## config.mk

```make
export PLATFORM = sky130hd
export DESIGN_NAME = jackpot_round_ctrl
export DESIGN_NICKNAME = d
export VERILOG_FILES = /design/src/rtl/jackpot_round_ctrl.sv
export SDC_FILE = /design/constraint.sdc
export NUM_CORES = 1
export LEC_CHECK = 0
export CAP_MARGIN = 20
export CELL_PAD_IN_SITES_DETAIL_PLACEMENT = 1
export CELL_PAD_IN_SITES_GLOBAL_PLACEMENT = 1
export CORE_MARGIN = 3
export CORE_UTILIZATION = 44
export DETAILED_ROUTE_END_ITERATION = 16
export PLACE_DENSITY_LB_ADDON = 0.1
export SETUP_SLACK_MARGIN = 0.5
export SLEW_MARGIN = 20
export SYNTH_ARGS = -nofsm -noshare
export SYNTH_HDL_FRONTEND = slang
export SYNTH_SLANG_ARGS = --single-unit
```

## constraint.sdc

```tcl
create_clock -name clk -period 3.3 [get_ports clk]
set_input_delay 0.495 -clock clk [delete_from_list [all_inputs] [get_ports clk]]
set_output_delay 0.495 -clock clk [all_outputs]
set_load 0.02 [all_outputs]
```

## src/rtl/jackpot_round_ctrl.sv

```systemverilog
// ==== jackpot_round_ctrl : LED-chase jackpot round controller ====
// ==== rev 1.0 : prescaled chase, press judging, win hold, score/level tracking ====
`default_nettype none

module jackpot_round_ctrl #(
  parameter int TICK_DIV  = 50000000,
  parameter int WIN_HOLD  = 4,
  parameter int MAX_LEVEL = 3,
  parameter int CNT_W     = 28
) (
  input  logic       clk,
  input  logic       rst,
  input  logic       start_i,
  input  logic       stop_i,
  input  logic [3:0] switches_i,
  output logic [3:0] leds_o,
  output logic       win_o,
  output logic [1:0] level_o,
  output logic [7:0] score_o,
  output logic       busy_o
);

  localparam int                HOLD_W     = (WIN_HOLD > 1) ? $clog2(WIN_HOLD) : 1;
  localparam logic [HOLD_W-1:0] HOLD_LAST  = HOLD_W'(WIN_HOLD - 1);
  localparam logic [1:0]        LEVEL_MAX  = 2'(MAX_LEVEL);
  localparam logic [CNT_W-1:0]  TICK_BASE  = CNT_W'(TICK_DIV);

  typedef enum logic [1:0] {
    S_IDLE = 2'd0,
    S_RUN  = 2'd1,
    S_WIN  = 2'd2
  } state_e;

  state_e            state_q, state_d;
  logic [3:0]        leds_q, leds_d;
  logic              win_q, win_d;
  logic [1:0]        level_q, level_d;
  logic [7:0]        score_q, score_d;
  logic [CNT_W-1:0]  cnt_q, cnt_d;
  logic [HOLD_W-1:0] hold_q, hold_d;
  logic [3:0]        sync1_q, sync2_q, prev_q;

  logic [CNT_W-1:0]  period;
  logic              tick;
  logic [3:0]        press;

  // Step period halves with every level; tick marks the last count of a step.
  assign period = TICK_BASE >> level_q;
  assign tick   = (cnt_q >= (period - CNT_W'(1)));
  assign press  = sync2_q & ~prev_q;

  always_ff @(posedge clk) begin
    if (!rst) begin
      state_q <= S_IDLE;
      leds_q  <= 4'b0000;
      win_q   <= 1'b0;
      level_q <= 2'd0;
      score_q <= 8'd0;
      cnt_q   <= '0;
      hold_q  <= '0;
      sync1_q <= 4'b0000;
      sync2_q <= 4'b0000;
      prev_q  <= 4'b0000;
    end else begin
      state_q <= state_d;
      leds_q  <= leds_d;
      win_q   <= win_d;
      level_q <= level_d;
      score_q <= score_d;
      cnt_q   <= cnt_d;
      hold_q  <= hold_d;
      sync1_q <= switches_i;
      sync2_q <= sync1_q;
      prev_q  <= sync2_q;
    end
  end

  always_comb begin
    state_d = state_q;
    leds_d  = leds_q;
    win_d   = 1'b0;
    level_d = level_q;
    score_d = score_q;
    hold_d  = hold_q;
    cnt_d   = tick ? '0 : cnt_q + CNT_W'(1);

    case (state_q)
      S_IDLE: begin
        leds_d = 4'b0000;
        cnt_d  = '0;
        hold_d = '0;
        if (start_i && !stop_i) begin
          state_d = S_RUN;
          leds_d  = 4'b0001;
        end
      end

      S_RUN: begin
        if (stop_i) begin
          state_d = S_IDLE;
          leds_d  = 4'b0000;
          cnt_d   = '0;
        end else if ((press != 4'b0000) && (press == leds_q)) begin
          // A win discards any rotation due in the same cycle.
          state_d = S_WIN;
          win_d   = 1'b1;
          leds_d  = 4'b1111;
          score_d = (score_q == 8'hFF) ? score_q : score_q + 8'd1;
          level_d = (level_q >= LEVEL_MAX) ? LEVEL_MAX : level_q + 2'd1;
          cnt_d   = '0;
          hold_d  = '0;
        end else begin
          if (press != 4'b0000) begin
            level_d = 2'd0;
          end
          if (tick) begin
            leds_d = {leds_q[2:0], leds_q[3]};
          end
        end
      end

      S_WIN: begin
        if (stop_i) begin
          state_d = S_IDLE;
          leds_d  = 4'b0000;
          cnt_d   = '0;
          hold_d  = '0;
        end else if (tick) begin
          if (hold_q == HOLD_LAST) begin
            state_d = S_RUN;
            leds_d  = 4'b0001;
            hold_d  = '0;
          end else begin
            hold_d = hold_q + HOLD_W'(1);
          end
        end
      end

      default: begin
        state_d = S_IDLE;
        leds_d  = 4'b0000;
        cnt_d   = '0;
        hold_d  = '0;
      end
    endcase
  end

  assign leds_o  = leds_q;
  assign win_o   = win_q;
  assign level_o = level_q;
  assign score_o = score_q;
  assign busy_o  = (state_q != S_IDLE);

endmodule

`default_nettype wire

```

## After elaboration in Yosys (flattened, before gate mapping)

Cells that the tools add are included.

- Register bits after elaboration: 59
- Bits in latches: 0
- Bits in writable memories: 0
- Memory bits (read-only): 0
- Input port bits: 8
- Output and inout port bits: 16
- Word-level logic and storage cells: 79
- Memories kept: 0

- $add $sub $neg: 5
- Multipliers: 0
- Div/mod/pow operators: 0
- Order comparisons: 2
- Eq/ne operators: 12
- Shift-type cells: 1
- Multiplexer cells: 30
- Bitwise logic cells: 6
- Reductions and logical operators: 13

Operators with widths:

| kind | count |
|---|---|
| two-way mux 28 bit | 4 |
| case mux 28 bit (2 select lines) | 1 |
| adder 28 x 1 -> 28 bit, second input constant | 1 |
| greater-or-equal comparator 28 bit | 1 |
| two-way mux 2 bit | 14 |
| >> shifter 26 x 2 -> 28 bit, first input constant | 1 |
| subtractor 28 x 1 -> 28 bit, second input constant | 1 |
| two-way mux 4 bit | 6 |
| case mux 4 bit (3 select lines) | 1 |
| != test 3 bit, second input constant | 3 |
| AND reduction 3 bit | 3 |
| adder 8 x 1 -> 8 bit, second input constant | 1 |
| equality test 8 bit, second input constant | 1 |
| AND reduction 4 bit | 2 |
| != test 2 bit, second input constant | 3 |
| case mux 2 bit (3 select lines) | 1 |
| adder 2 x 1 -> 2 bit, second input constant | 2 |
| AND 4 bit | 1 |
| equality test 2 bit, second input constant | 2 |
| equality test 4 bit | 1 |
| != test 4 bit, second input constant | 1 |
| NOT 1 bit | 4 |
| NOT 4 bit | 1 |
| case mux 2 bit (2 select lines) | 1 |
| 9 further kinds | 12 |

## Logic depth before layout (Yosys ltp)

- Word-level depth: 7
- Gate-level depth with buffers: 15
- Gate-level depth less buffers: 13

## Worst setup path after synthesis

No wires, ideal clock.

- Path type: register to register
- Start: register level_q[0], in the netlist level_o[0]
- End: register leds_q[1], in the netlist leds_o[1]
- Library setup time: 117 ps
- Arrival time: 2,800 ps
- Data required time: 3,183 ps
- Slack: 383 ps
- Stages on the path, launching flop included: 13
- Buffers on the path: 0
- Period minus slack after synthesis: 2,917 ps
- Cells stage by stage: dfxtp_1 > inv_1 > nor2_1 > inv_1 > ha_1 > ha_1 > a21o_1 > nand2_1 > a31o_2 > a2111oi_2 > or2_1 > o21ai_0 > a32o_1

- Word-level cells in the longest chain between the ends: 5
- Elaborated cells on any way between the ends: 6
- Classes of those cells: add/sub: 1; order compare: 1; eq/ne: 2; shift: 1; reduce/logical: 1

Ends and longest elaborated chain:

| element | line | RTL |
|---|---|---|
| start, declared | 37 | `logic [1:0] level_q, level_d;` |
| start signal, assigned | 68 | `level_q <= level_d;` |
| >> shifter 26 x 2 -> 28 bit (*) | 48 | `assign period = TICK_BASE >> level_q;` |
| subtractor 28 x 1 -> 28 bit (*) | 49 | `assign tick = (cnt_q >= (period - CNT_W'(1)));` |
| greater-or-equal comparator 28 bit (*) | 49 |  |
| != test 4 bit (no line) / != test 3 bit (equally long branches) | -- |  |
| AND reduction 3 bit (no line) (*) | -- |  |
| end signal, assigned | 66 | `leds_q <= leds_d;` |
| end, declared | 35 | `logic [3:0] leds_q, leds_d;` |

Every way passes the cells marked *; elsewhere a longest branch is shown, timed or not.
A chain may end at the register's enable or synchronous reset.

## Final worst setup path

- Start: register level_q[1], in the netlist level_o[1]
- End: register cnt_q[25]

- Word-level cells in the longest chain between the ends: 7
- Elaborated cells on any way between the ends: 8
- Classes of those cells: add/sub: 1; order compare: 1; shift: 1; mux: 5

Ends and longest elaborated chain:

| element | line | RTL |
|---|---|---|
| >> shifter 26 x 2 -> 28 bit (*) | 48 |  |
| subtractor 28 x 1 -> 28 bit (*) | 49 |  |
| greater-or-equal comparator 28 bit (*) | 49 |  |
| two-way mux 28 bit (*) | 85 | `cnt_d = tick ? '0 : cnt_q + CNT_W'(1);` |
| two-way mux 28 bit | 103 | `end else if ((press != 4'b0000) && (press == leds_q)) begin` |
| two-way mux 28 bit | 99 | `if (stop_i) begin` |
| case mux 28 bit (2 select lines) (*) | 87 | `case (state_q)` |
| end signal, assigned | 70 | `cnt_q <= cnt_d;` |
| end, declared | 39 | `logic [CNT_W-1:0] cnt_q, cnt_d;` |

Marks and branches as above.

==> results.cfg <==
[final_layout]
diodes = 0
drive_above_1_share_pct = 14.56
areaGrowthSynthToFinish_pct = 26.33
nNetsFinal = 443
final_area_um2 = 3986

[floorplan]
rows = 30
coreArea_um2 = 6869
start_util_pct = 45.94
die_h_um = 90.69
dieArea_um2 = 8224
boundaryPins = 24
fp.dieW_um = 90.69

[yosys]
yosysMostFrequentCell = dfxtp_1
yosysWarnings = 0
synth_edf_count = 0
synth_common_cells = 59 x dfxtp_1, 41 x nor2_1, 30 x nand2_1
netlist.area_leader.share_pct = 37.43
synth_top_cell_by_area = dfxtp_1
syn-mean-instance-area_um2 = 8.669
ys.flop_type = dfxtp_1
yosys.cell_types.count = 51
syn_inst = 364
async_flop_share_pct = 0
ys_seq_area_share_pct = 37.43
ys_seq_elements = 59
syn_area_um2 = 3156
synthTopCellsByArea = dfxtp_1 37%, ha_1 11%, nor2_1 4.9%

[critical_path]
r2r_cells = 12
critPathMaxFanout = 14
crit_path_start_kind = flop
cp.arrival_ns = 3.01
critical_path_required_ns = 3.53
critPathKind = flop to flop
end_kind = flop

[cts]
clock_latency_ns = 0.35
cts_sinks = 59
cts_hold_buf = 0
cts_made_buffers = 9
clock_path_buffers = 2
clockRootBuffer = clkbuf_8
cts_tree = done
cts.clk_slew.worst_paths_ns = 0.08
htreeDepth = 3

[timing]
setup_viol = 0
setup_slack_ns = 0.5250
fin_tns_setup_ns = 0
min_period_ns = 2.775
rsz0062_at_grt = yes
slew_headroom_pct = 46.99
fin_worst_skew_ns = 0.009944
finalHoldViolations = 0
finalCritPeriodShare_pct = 84.09
drv_slew = 0
tightest_slew_ns = 0.7849
fmax_mhz = 360.4

[run_status]
status = finished clean

[hold_path]
holdPathStages = 1
hold_class = flop to flop

[routing]
ant_nets = 0
first_pass_iters = 6
drt_iter0_drc = 62
vias = 2670
routed_via_density = 5.256
wl_um = 8629
drc = 0
wl_per_cell_um = 16.99

[placement]
place_area_um2 = 3511
gp_congestion = 0.8013
pre_cts_slack_ns = 0.1980
port_buffers = 23
dp_hpwl_um = 5515

[grt]
grt_pass1_wl_um = 12780
grt_max_degree = 29
gr-total-overflow = 0
grt_pass1_vias = 2681
grt_util_all_layers_pct = 19.12
antenna_found_initial = 0

[power]
clkPwrFrac_pct = 43.7
p_seq_share_pct = 43.1
switching_share_pct = 27.06
p_per_area_nw_per_um2 = 431.2
p_int_mw = 1.254
vdd_drop_max_mv = 0.2297
leakage_nw = 1.531
switchingPower_mw = 0.4652
pwr-share-comb_pct = 13.2

[run]
cap_violations = 0
==> final timing paths <==
path	from	to	slack (ns)
max	level_o[1]$_SDFFE_PN0P_	cnt_q[25]$_SDFF_PN0_	0.53
max reg2reg	level_o[1]$_SDFFE_PN0P_	cnt_q[25]$_SDFF_PN0_	0.53
min reg2reg	sync1_q[0]$_SDFF_PN0_	sync2_q[0]$_SDFF_PN0_	0.44
min	sync1_q[0]$_SDFF_PN0_	sync2_q[0]$_SDFF_PN0_	0.44
==> state kept, by name, summed over array words and instances, names as in the netlist <==
| signal | flops |
|---|---|
| cnt_q | 28 |
| level_o | 2 |
| hold_q | 2 |
| prev_q | 4 |
| state_q | 2 |
| sync2_q | 4 |
| win_o | 1 |
| sync1_q | 4 |
| leds_o | 4 |
| score_o | 8 |
==> metal layers <==
layer	GRT usage (%)	part of all wire, %	up-vias
met4	6.760	1.4	0
met5	0	0	-
li1	-	-	1349
met3	4.417	2.6	12
met2	32.80	52	31
met1	23.29	44	1278
==> power groups by stage <==
stage | sequential, mW | clock [mW] | combinational (mW)
floorplan | 0.759 | 0 | 0.131
global placement | 0.758 | 0 | 0.197
detailed placement | 0.759 | 0 | 0.202
CTS | 0.741 | 0.772 | 0.208
global route | 0.743 | 0.805 | 0.245
finish | 0.741 | 0.752 | 0.227
==> critical path, cell delays in order, from the launching register on <==
cell	delay, ns
dfxtp_4	0.37
nor2b_4	0.21
inv_4	0.07
ha_4	0.25
ha_4	0.26
a21o_1	0.11
nand2_1	0.05
a31o_2	0.25
a2111oi_4	0.46
or2_4	0.23
or3_4	0.18
buf_12	0.15
nor2_1	0.05
==> cells by family (layout without fill, tap and decap cells) <==
family / count (synthesis) / in the layout / synth area share (%)
buffers and inverters: 30 / 76 / 4.203
AND/OR/NAND/NOR: 155 / 155 / 24.54
adder cells (fa/ha/maj): 29 / 29 / 11.46
AO/OA/AOI/OAI: 53 / 53 / 11.98
flip-flops: 59 / 59 / 37.43
XOR/XNOR: 32 / 32 / 8.882
multiplexers: 4 / 4 / 1.269
other: 2 / 4 / 0.2380
==> final cells by class <==
cell class / instances / area (um^2)
fillers: 807 / 2883
flip-flops and latches: 59 / 1189
multi-input cells: 277 / 1983
inverters: 20 / 77.57
clock inverters: 7 / 101.3
repair buffers: 40 / 391.6
clock buffers: 9 / 123.9
well taps: 96 / 120.1
==> metrics by stage <==
step                      std cells  util, %  hold WS (ns)  power (mW)
after global placement          482    51.11        0.4177      0.9546
after floorplan                 366        -        0.4119      0.8901
final                           508    58.03        0.4364       1.719
after CTS                       500    55.36        0.4389       1.721
after detailed placement        482    51.11        0.4200      0.9612
after global routing            508    58.03        0.4573       1.793
==> what timing repair did <==
item / 4_1_cts / 5_1_grt
cloned: 0 / 2
gates resized for setup: 13 / 20
pin swaps: 2 / 5
setup buffers: 2 / 6
endpoints found under the setup margin: 36 / 36
==> placed cells by master (no fill, tap or decap), types with 9 or more instances in the layout <==
master,count
clkbuf_8,9
xnor2_1,17
a21oi_1,9
buf_4,14
clkdlybuf4s50_1,23
xor2_1,15
and2_1,16
ha_1,26
inv_1,16
nand2_1,30
dfxtp_1,57
nand3_1,22
nor2_1,38
nand4_1,9
Note: power is estimated with default switching activity, not from simulation.
